### config.mk
export PLATFORM = sky130hd
export DESIGN_NAME = tdm_mux8_tx
export DESIGN_NICKNAME = d
export VERILOG_FILES = /design/src/rtl/tdm_mux8_tx.sv
export SDC_FILE = /design/constraint.sdc
export NUM_CORES = 1
export LEC_CHECK = 0
export CAP_MARGIN = 20
export CELL_PAD_IN_SITES_DETAIL_PLACEMENT = 0
export CELL_PAD_IN_SITES_GLOBAL_PLACEMENT = 1
export CORE_MARGIN = 10
export CORE_UTILIZATION = 40
export DETAILED_ROUTE_END_ITERATION = 10
export DONT_BUFFER_PORTS = 1
export GPL_TIMING_DRIVEN = 0
export PLACE_DENSITY = 0.72
export SYNTH_ARGS = -nofsm -noshare
export SYNTH_HDL_FRONTEND = slang
export SYNTH_SLANG_ARGS = --single-unit
### constraint.sdc
create_clock -name clk -period 2.2 [get_ports clk]
set_input_delay 0.33 -clock clk [delete_from_list [all_inputs] [get_ports clk]]
set_output_delay 0.33 -clock clk [all_outputs]
set_load 0.02 [all_outputs]
### src/rtl/tdm_mux8_tx.sv
// tdm_mux8_tx: 8-channel time-division multiplexing transmitter.
// A start request snapshots channels a..h and shifts them out one per slot
// on y, with the slot number on s so the receiving demux can route each bit.
// Frames can chain back-to-back, and en stalls slot advance.
module tdm_mux8_tx (
    input  logic       clk,
    input  logic       rst,
    input  logic       start,
    input  logic       en,
    input  logic       a,
    input  logic       b,
    input  logic       c,
    input  logic       d,
    input  logic       e,
    input  logic       f,
    input  logic       g,
    input  logic       h,
    output logic       y,
    output logic [2:0] s,
    output logic       frame,
    output logic       last,
    output logic       busy
);

    typedef enum logic {
        IDLE = 1'b0,
        SEND = 1'b1
    } state_t;

    state_t     state_reg;
    logic [7:0] snap_reg;
    logic [2:0] slot_reg;
    logic       y_reg;
    logic       frame_reg;
    logic       last_reg;
    logic       busy_reg;

    // Channel a is bit 0, so the frame goes out LSB first.
    logic [7:0] chan;
    logic [2:0] slot_inc;

    assign chan     = {h, g, f, e, d, c, b, a};
    assign slot_inc = slot_reg + 3'd1;

    // Frame sequencer: every output is computed one edge ahead and registered.
    always_ff @(posedge clk or posedge rst) begin
        if (rst) begin
            state_reg <= IDLE;
            snap_reg  <= 8'h00;
            slot_reg  <= 3'd0;
            y_reg     <= 1'b0;
            frame_reg <= 1'b0;
            last_reg  <= 1'b0;
            busy_reg  <= 1'b0;
        end else begin
            case (state_reg)
                IDLE: begin
                    // en is not needed to open a frame.
                    if (start) begin
                        state_reg <= SEND;
                        snap_reg  <= chan;
                        slot_reg  <= 3'd0;
                        y_reg     <= chan[0];
                        frame_reg <= 1'b1;
                        last_reg  <= 1'b0;
                        busy_reg  <= 1'b1;
                    end
                end
                SEND: begin
                    // With en low everything holds, and start is dropped
                    // rather than queued.
                    if (en) begin
                        if (slot_reg != 3'd7) begin
                            slot_reg  <= slot_inc;
                            y_reg     <= snap_reg[slot_inc];
                            frame_reg <= 1'b0;
                            last_reg  <= (slot_inc == 3'd7);
                        end else if (start) begin
                            // Chained frame: slot 0 follows slot 7 with no gap.
                            snap_reg  <= chan;
                            slot_reg  <= 3'd0;
                            y_reg     <= chan[0];
                            frame_reg <= 1'b1;
                            last_reg  <= 1'b0;
                        end else begin
                            state_reg <= IDLE;
                            slot_reg  <= 3'd0;
                            y_reg     <= 1'b0;
                            frame_reg <= 1'b0;
                            last_reg  <= 1'b0;
                            busy_reg  <= 1'b0;
                        end
                    end
                end
                default: begin
                    state_reg <= IDLE;
                end
            endcase
        end
    end

    assign y     = y_reg;
    assign s     = slot_reg;
    assign frame = frame_reg;
    assign last  = last_reg;
    assign busy  = busy_reg;

endmodule

==> results.toml, run 1 <==
[outcome]
status = "complete, but fails checks"
violations = "negative hold slack"

[yosys]
synth.top_cell.area_share_pct = 48.8
ys_top_cells_by_area = "dfrtp_1 (49%), mux2_4 (15%), ha_1 (4.6%), mux4_1 (3.2%), mux2i_1 (2.4%)"
synth.ff_latch_count = 16
yosysUniqueCellTypes = 27
synthesis.instances = 64
synth_common_cells = "dfrtp_1 (16), mux2_4 (8), inv_1 (4), nor2_1 (4)"
yosysWarnings = 0
synth_top_cell_by_area = "dfrtp_1"
synth-edff-count = 0
synth_most_common_cell = "dfrtp_1"
ys.flop_type = "dfrtp_1"
syn_nets = 79
yosysSeqAreaShare_pct = 48.8
syn_area_um2 = 821
synth_area_per_cell_um2 = 12.8
async_flop_share_pct = 100

[timing]
hold_viol = 16
tns_ns = 0
whs_ns = -0.00664
fin_crit_ns = 2.00
rsz0062_at_grt = "no"
timing.final.crit_share_pct = 90.7
maxSlewHeadroom_pct = 59.3
tightestPinTransition_ns = 0.610
finalSetupViolations = 0
max_freq_mhz = 501
slew_violations = 0
skew_ns = 0.000961

[critical_path]
path_class = "flip-flop to flip-flop"
crit_path_start = "s[0]"
crit_end = "y"
reg2reg_depth = 5
start_kind = "flip-flop"
critPathMaxFanout = 8
timing.rr.start = "s[0]"
rrSetupSlack_ns = 0.20
arrival_ns = 2.16
r2r_end = "y"
required_ns = 2.36
critPathCaptureType = "flip-flop"

[finish]
area.growth.synth_to_final_pct = 8.69
largest_reg_flops = 8
fill_cells = 220
final_layout_size_suffix_gt1_share_pct = 27.9
fin_util_pct = 45.5
diodes = 0
nets = 84

[grt]
grt_pass1_vias = 567
antenna_found_initial = 0
track_usage_pct = 8.02
grt_max_degree = 17
overflow = 0
grt_pass1_wl_mm = 2.71

[placement]
dp_hpwl_mm = 1.12
gp_congestion = 0.685
numPortBuffers = 0

[routing]
num_vias = 506
ant_nets = 0
first_iter_violations = 19
vias_per_cell = 5.33
route.detailed.drc = 0
first_pass_iters = 4
wl_per_cell_um = 15.8
wirelength_mm = 1.51

[power]
p_per_area_nw_per_um2 = 1260
p_leak_nw = 0.422
vdd_drop_max_uv = 518

[clock_tree]
hold_buffers = 0
cts.sinks = 16
cts_buffers = 3
clk_pin_slew_worst_paths_ns = 0.09
cts-root-buf = "clkbuf_4"
cts_tree = "yes"
htree_levels = 1
worstSkewPairLatency_ns = 0.28
cts_buffer_depth = 2

[die]
initial_core_util_pct = 41.8
coreArea_um2 = 1960
rows = 16
dieHeight_um = 65.3
chipWidth_um = 65.3
ios = 19
die-area_um2 = 4260

[run]
drv_cap = 0

[worst_hold_path]
hp-class = "input pin to asynchronous set/reset pin"
what timing repair did:
item                                    CTS  global route
gates resized for setup                   0             1
endpoints found under the hold margin     0             0
endpoints found under the setup margin    0             1
buffers inserted                          0             0
cell type report:
class | instances | area, um^2 | share of cell area [%]
plain buffers | 3 | 15.0 | 1.68
clock buffers | 4 | 36.3 | 4.07
inverters | 5 | 18.8 | 2.10
multi-input cells | 40 | 387 | 43.3
flip-flops and latches | 16 | 402 | 45.0
well taps | 27 | 33.8 | 3.79
routing by layer:
metal	up-vias	track usage, %	share of wire, %
li1	239	-	-
met1	249	9.05	43
met2	14	12.4	48
met3	4	3.73	7.8
met4	0	4.01	1.3
met5	-	0	0
stage by stage:
stage / setup WS [ns] / area (um^2) / total power (W) / hold WS (ns) / instances
6_report: 0.204 / 892 / 0.00113 / -0.00664 / 95
2_1_floorplan: 0.289 / 821 / 0.000864 / 0.244 / 64
3_3_place_gp: 0.158 / 855 / 0.000930 / 0.322 / 91
5_1_grt: 0.0662 / 892 / 0.00124 / 0.0230 / 95
3_5_place_dp: 0.119 / 855 / 0.000945 / 0.331 / 91
4_1_cts: 0.111 / 891 / 0.00114 / 0.00897 / 95
worst max-delay path: stages, from the launching register on:
cell	delay, ns
dfrtp_2	0.51
ha_1	0.24
ha_1	0.37
mux4_1	0.57
nor2_1	0.10
o31ai_1	0.08
where the power goes:
group / leakage [nW] / internal [W] / switching (W)
sequential: 0.196 / 0.000412 / 0.000147
clock: 0.0210 / 0.000101 / 0.0000938
combinational: 0.205 / 0.000228 / 0.000145
total: 0.422 / 0.000740 / 0.000386
cells by family (layout without fill, tap and decap cells):
kind of cell / Yosys count / after routing / share of synthesized area, %
AO/OA/AOI/OAI: 13 / 13 / 12.5
adder cells (fa/ha/maj): 3 / 3 / 4.57
buffers and inverters: 8 / 12 / 4.11
flip-flops: 16 / 16 / 48.8
multiplexers: 11 / 11 / 20.3
AND/OR/NAND/NOR: 13 / 13 / 9.76
worst min-delay path by stage:
| stage | cells after the start | slack (ns) | to | startpoint |
|---|---|---|---|---|
| 2_1_floorplan | 1 | 0.24 | busy | rst |
| 3_3_place_gp | 1 | 0.32 | snap_reg[4] | rst |
| 3_5_place_dp | 1 | 0.33 | state_reg | rst |
| 4_1_cts | 1 | 0.009 | busy | rst |
| 5_1_grt | 1 | 0.02 | last | rst |
| 6_report | 1 | -0.007 | snap_reg[4] | rst |
cells in the final DEF (no fill, tap or decap):
cell	Yosys	final
dfrtp_1	16	15
mux2_4	8	8
inv_1	4	4
nor2_1	4	4
buf_2	3	3
nand2_1	3	3
ha_1	3	3
clkbuf_4	0	3
mux2i_1	2	2
o21ai_0	2	2
o21ai_1	2	2
nand3b_1	1	1
a21bo_4	1	1
nand2_8	1	1
a32o_1	1	1
nand2b_1	1	1
a21oi_1	1	1
nand4b_1	1	1
a22o_1	1	1
inv_2	1	1
mux4_1	1	1
and2_1	1	1
a2111oi_0	1	1
a31o_1	1	1
a32oi_1	1	1
o31ai_1	1	1
nand3_1	1	1
o221ai_1	1	1
clkbuf_8	0	1
dfrtp_2	0	1
Power figures use the tool's default switching activity.
==> run 2: changes to the inputs <==
--- a/config.mk
+++ b/config.mk
@@ -13,7 +13,7 @@
 export DETAILED_ROUTE_END_ITERATION = 10
 export DONT_BUFFER_PORTS = 1
 export GPL_TIMING_DRIVEN = 0
-export PLACE_DENSITY = 0.72
+export PLACE_DENSITY = 0.67
 export SYNTH_ARGS = -nofsm -noshare
 export SYNTH_HDL_FRONTEND = slang
 export SYNTH_SLANG_ARGS = --single-unit
==> constraint.sdc (replaced) <==
create_clock -name clk -period 2.42 [get_ports clk]
set_input_delay 0.363 -clock clk [delete_from_list [all_inputs] [get_ports clk]]
set_output_delay 0.363 -clock clk [all_outputs]
set_load 0.02 [all_outputs]
==> run 2 against run 1 <==
Compared with the run above:
- the flow now finishes without violations
- wire length shrank 0.40%
- clock-buffer cell count is the same
- non-clock buffer count unchanged
- power is 9.3% lower
- critical path depth is the same
- global-route usage fell by 0.49 points
- flip-flop and latch count unchanged
- sequential power is 9.7% lower
- utilization down 0.064 points
- die area unchanged
- combinational power down 9.4%
- clock skew grew 0.0022 ns
==> results.toml, run 2 (synthesis results as in run 1) <==
[outcome]
status = "completed"

[grt]
grt_pass1_vias = 471
grt_max_degree = 17
overflow = 0
antenna_found_initial = 0
grt_pass1_wl_mm = 2.47
track_usage_pct = 7.53

[placement]
gp_congestion = 0.714
dp_hpwl_mm = 1.13
numPortBuffers = 0

[critical_path]
reg2reg_depth = 5
critPathMaxFanout = 8
crit_path_start = "s[0]"
path_class = "flip-flop to flip-flop"
critPathCaptureType = "flip-flop"
rrSetupSlack_ns = 0.36
arrival_ns = 2.23
r2r_end = "y"
timing.rr.start = "s[0]"
required_ns = 2.59
start_kind = "flip-flop"

[die]
ios = 19
die-area_um2 = 4260
initial_core_util_pct = 41.8
rows = 16
coreArea_um2 = 1960
chipWidth_um = 65.3
dieHeight_um = 65.3

[timing]
max_freq_mhz = 486
skew_ns = 0.00317
slew_violations = 0
finalSetupViolations = 0
tightestPinTransition_ns = 0.607
fin_crit_ns = 2.06
timing.final.crit_share_pct = 85.0
hold_viol = 0
maxSlewHeadroom_pct = 59.5
tns_ns = 0
rsz0062_at_grt = "no"

[clock_tree]
cts_buffer_depth = 2
cts_setup_buffers = 0
cts_tree = "yes"
clk_pin_slew_worst_paths_ns = 0.09
htree_levels = 1
cts_buffers = 3
worstSkewPairLatency_ns = 0.29
cts-root-buf = "clkbuf_4"
cts.sinks = 16
hold_buffers = 0
cts.repair.resized = 0

[worst_hold_path]
hp-class = "input pin to asynchronous set/reset pin"

[run]
drv_cap = 0

[routing]
route.detailed.drc = 0
first_pass_iters = 4
num_vias = 492
vias_per_cell = 5.18
ant_nets = 0
wl_per_cell_um = 15.8
wirelength_mm = 1.50
first_iter_violations = 11

[finish]
largest_reg_flops = 8
final_layout_size_suffix_gt1_share_pct = 26.5
diodes = 0
nets = 84
seq_area_um2 = 400
final_common_cell = "dfrtp_1"
fin_util_pct = 45.4
final_cell_mix = "dfrtp_1 (16), mux2_4 (8), inv_1 (4), nor2_1 (4)"
multi_input_area_um2 = 387
area.growth.synth_to_final_pct = 8.54
fill_cells = 204

[power]
vdd_drop_max_uv = 546
p_per_area_nw_per_um2 = 1150
p_leak_nw = 0.423
-- run 2: cell counts in the layout (fill, tap and decap cells not counted) --
Identical to the previous run, type by type.
-- run 2: routing by layer --
metal  GRT usage, %  wire [um]  share of wire (%)
met1           8.64        679                 45
met2           11.0        683                 46
met3           5.08        123                8.2
met4           2.41         12               0.80
met5              0          0                  0
-- run 2: worst max-delay path, cell delays in order, from the launching register on --
cell and delay (ns):
dfrtp_1 0.54, ha_1 0.28, ha_1 0.37, mux4_1 0.56, nor2_1 0.10, o31ai_1 0.08
-- run 2: report_power, final --
group          internal, W  total (W)  switching [W]
registers         0.000373   0.000505       0.000132
logic             0.000207   0.000338       0.000131
clock network    0.0000917   0.000179      0.0000869
total             0.000671    0.00102       0.000350
-- run 2: worst max-delay path by stage --
stage               end  cells after the start
floorplan             y                      5
CTS                   y                      5
finish                y                      5
global placement      y                      5
detailed placement    y                      5
global route          y                      5
-- run 2: through the flow --
stage                     total power (W)  instances  area [um^2]  hold WS [ns]  setup slack [ns]
final                             0.00102         95          891        0.0178             0.363
after global routing              0.00110         95          891        0.0529             0.261
after CTS                         0.00104         95          891        0.0370             0.346
after detailed placement         0.000855         91          855         0.365             0.376
after global placement           0.000848         91          855         0.357             0.374
after floorplan                  0.000785         64          821         0.277             0.509
-- run 2: cell type report --
class	instances	share of cell area, %
well taps	27	3.79
inverters	5	2.11
clock buffers	4	4.07
plain buffers	3	1.69
flip-flops and latches	16	44.9
multi-input cells	40	43.4
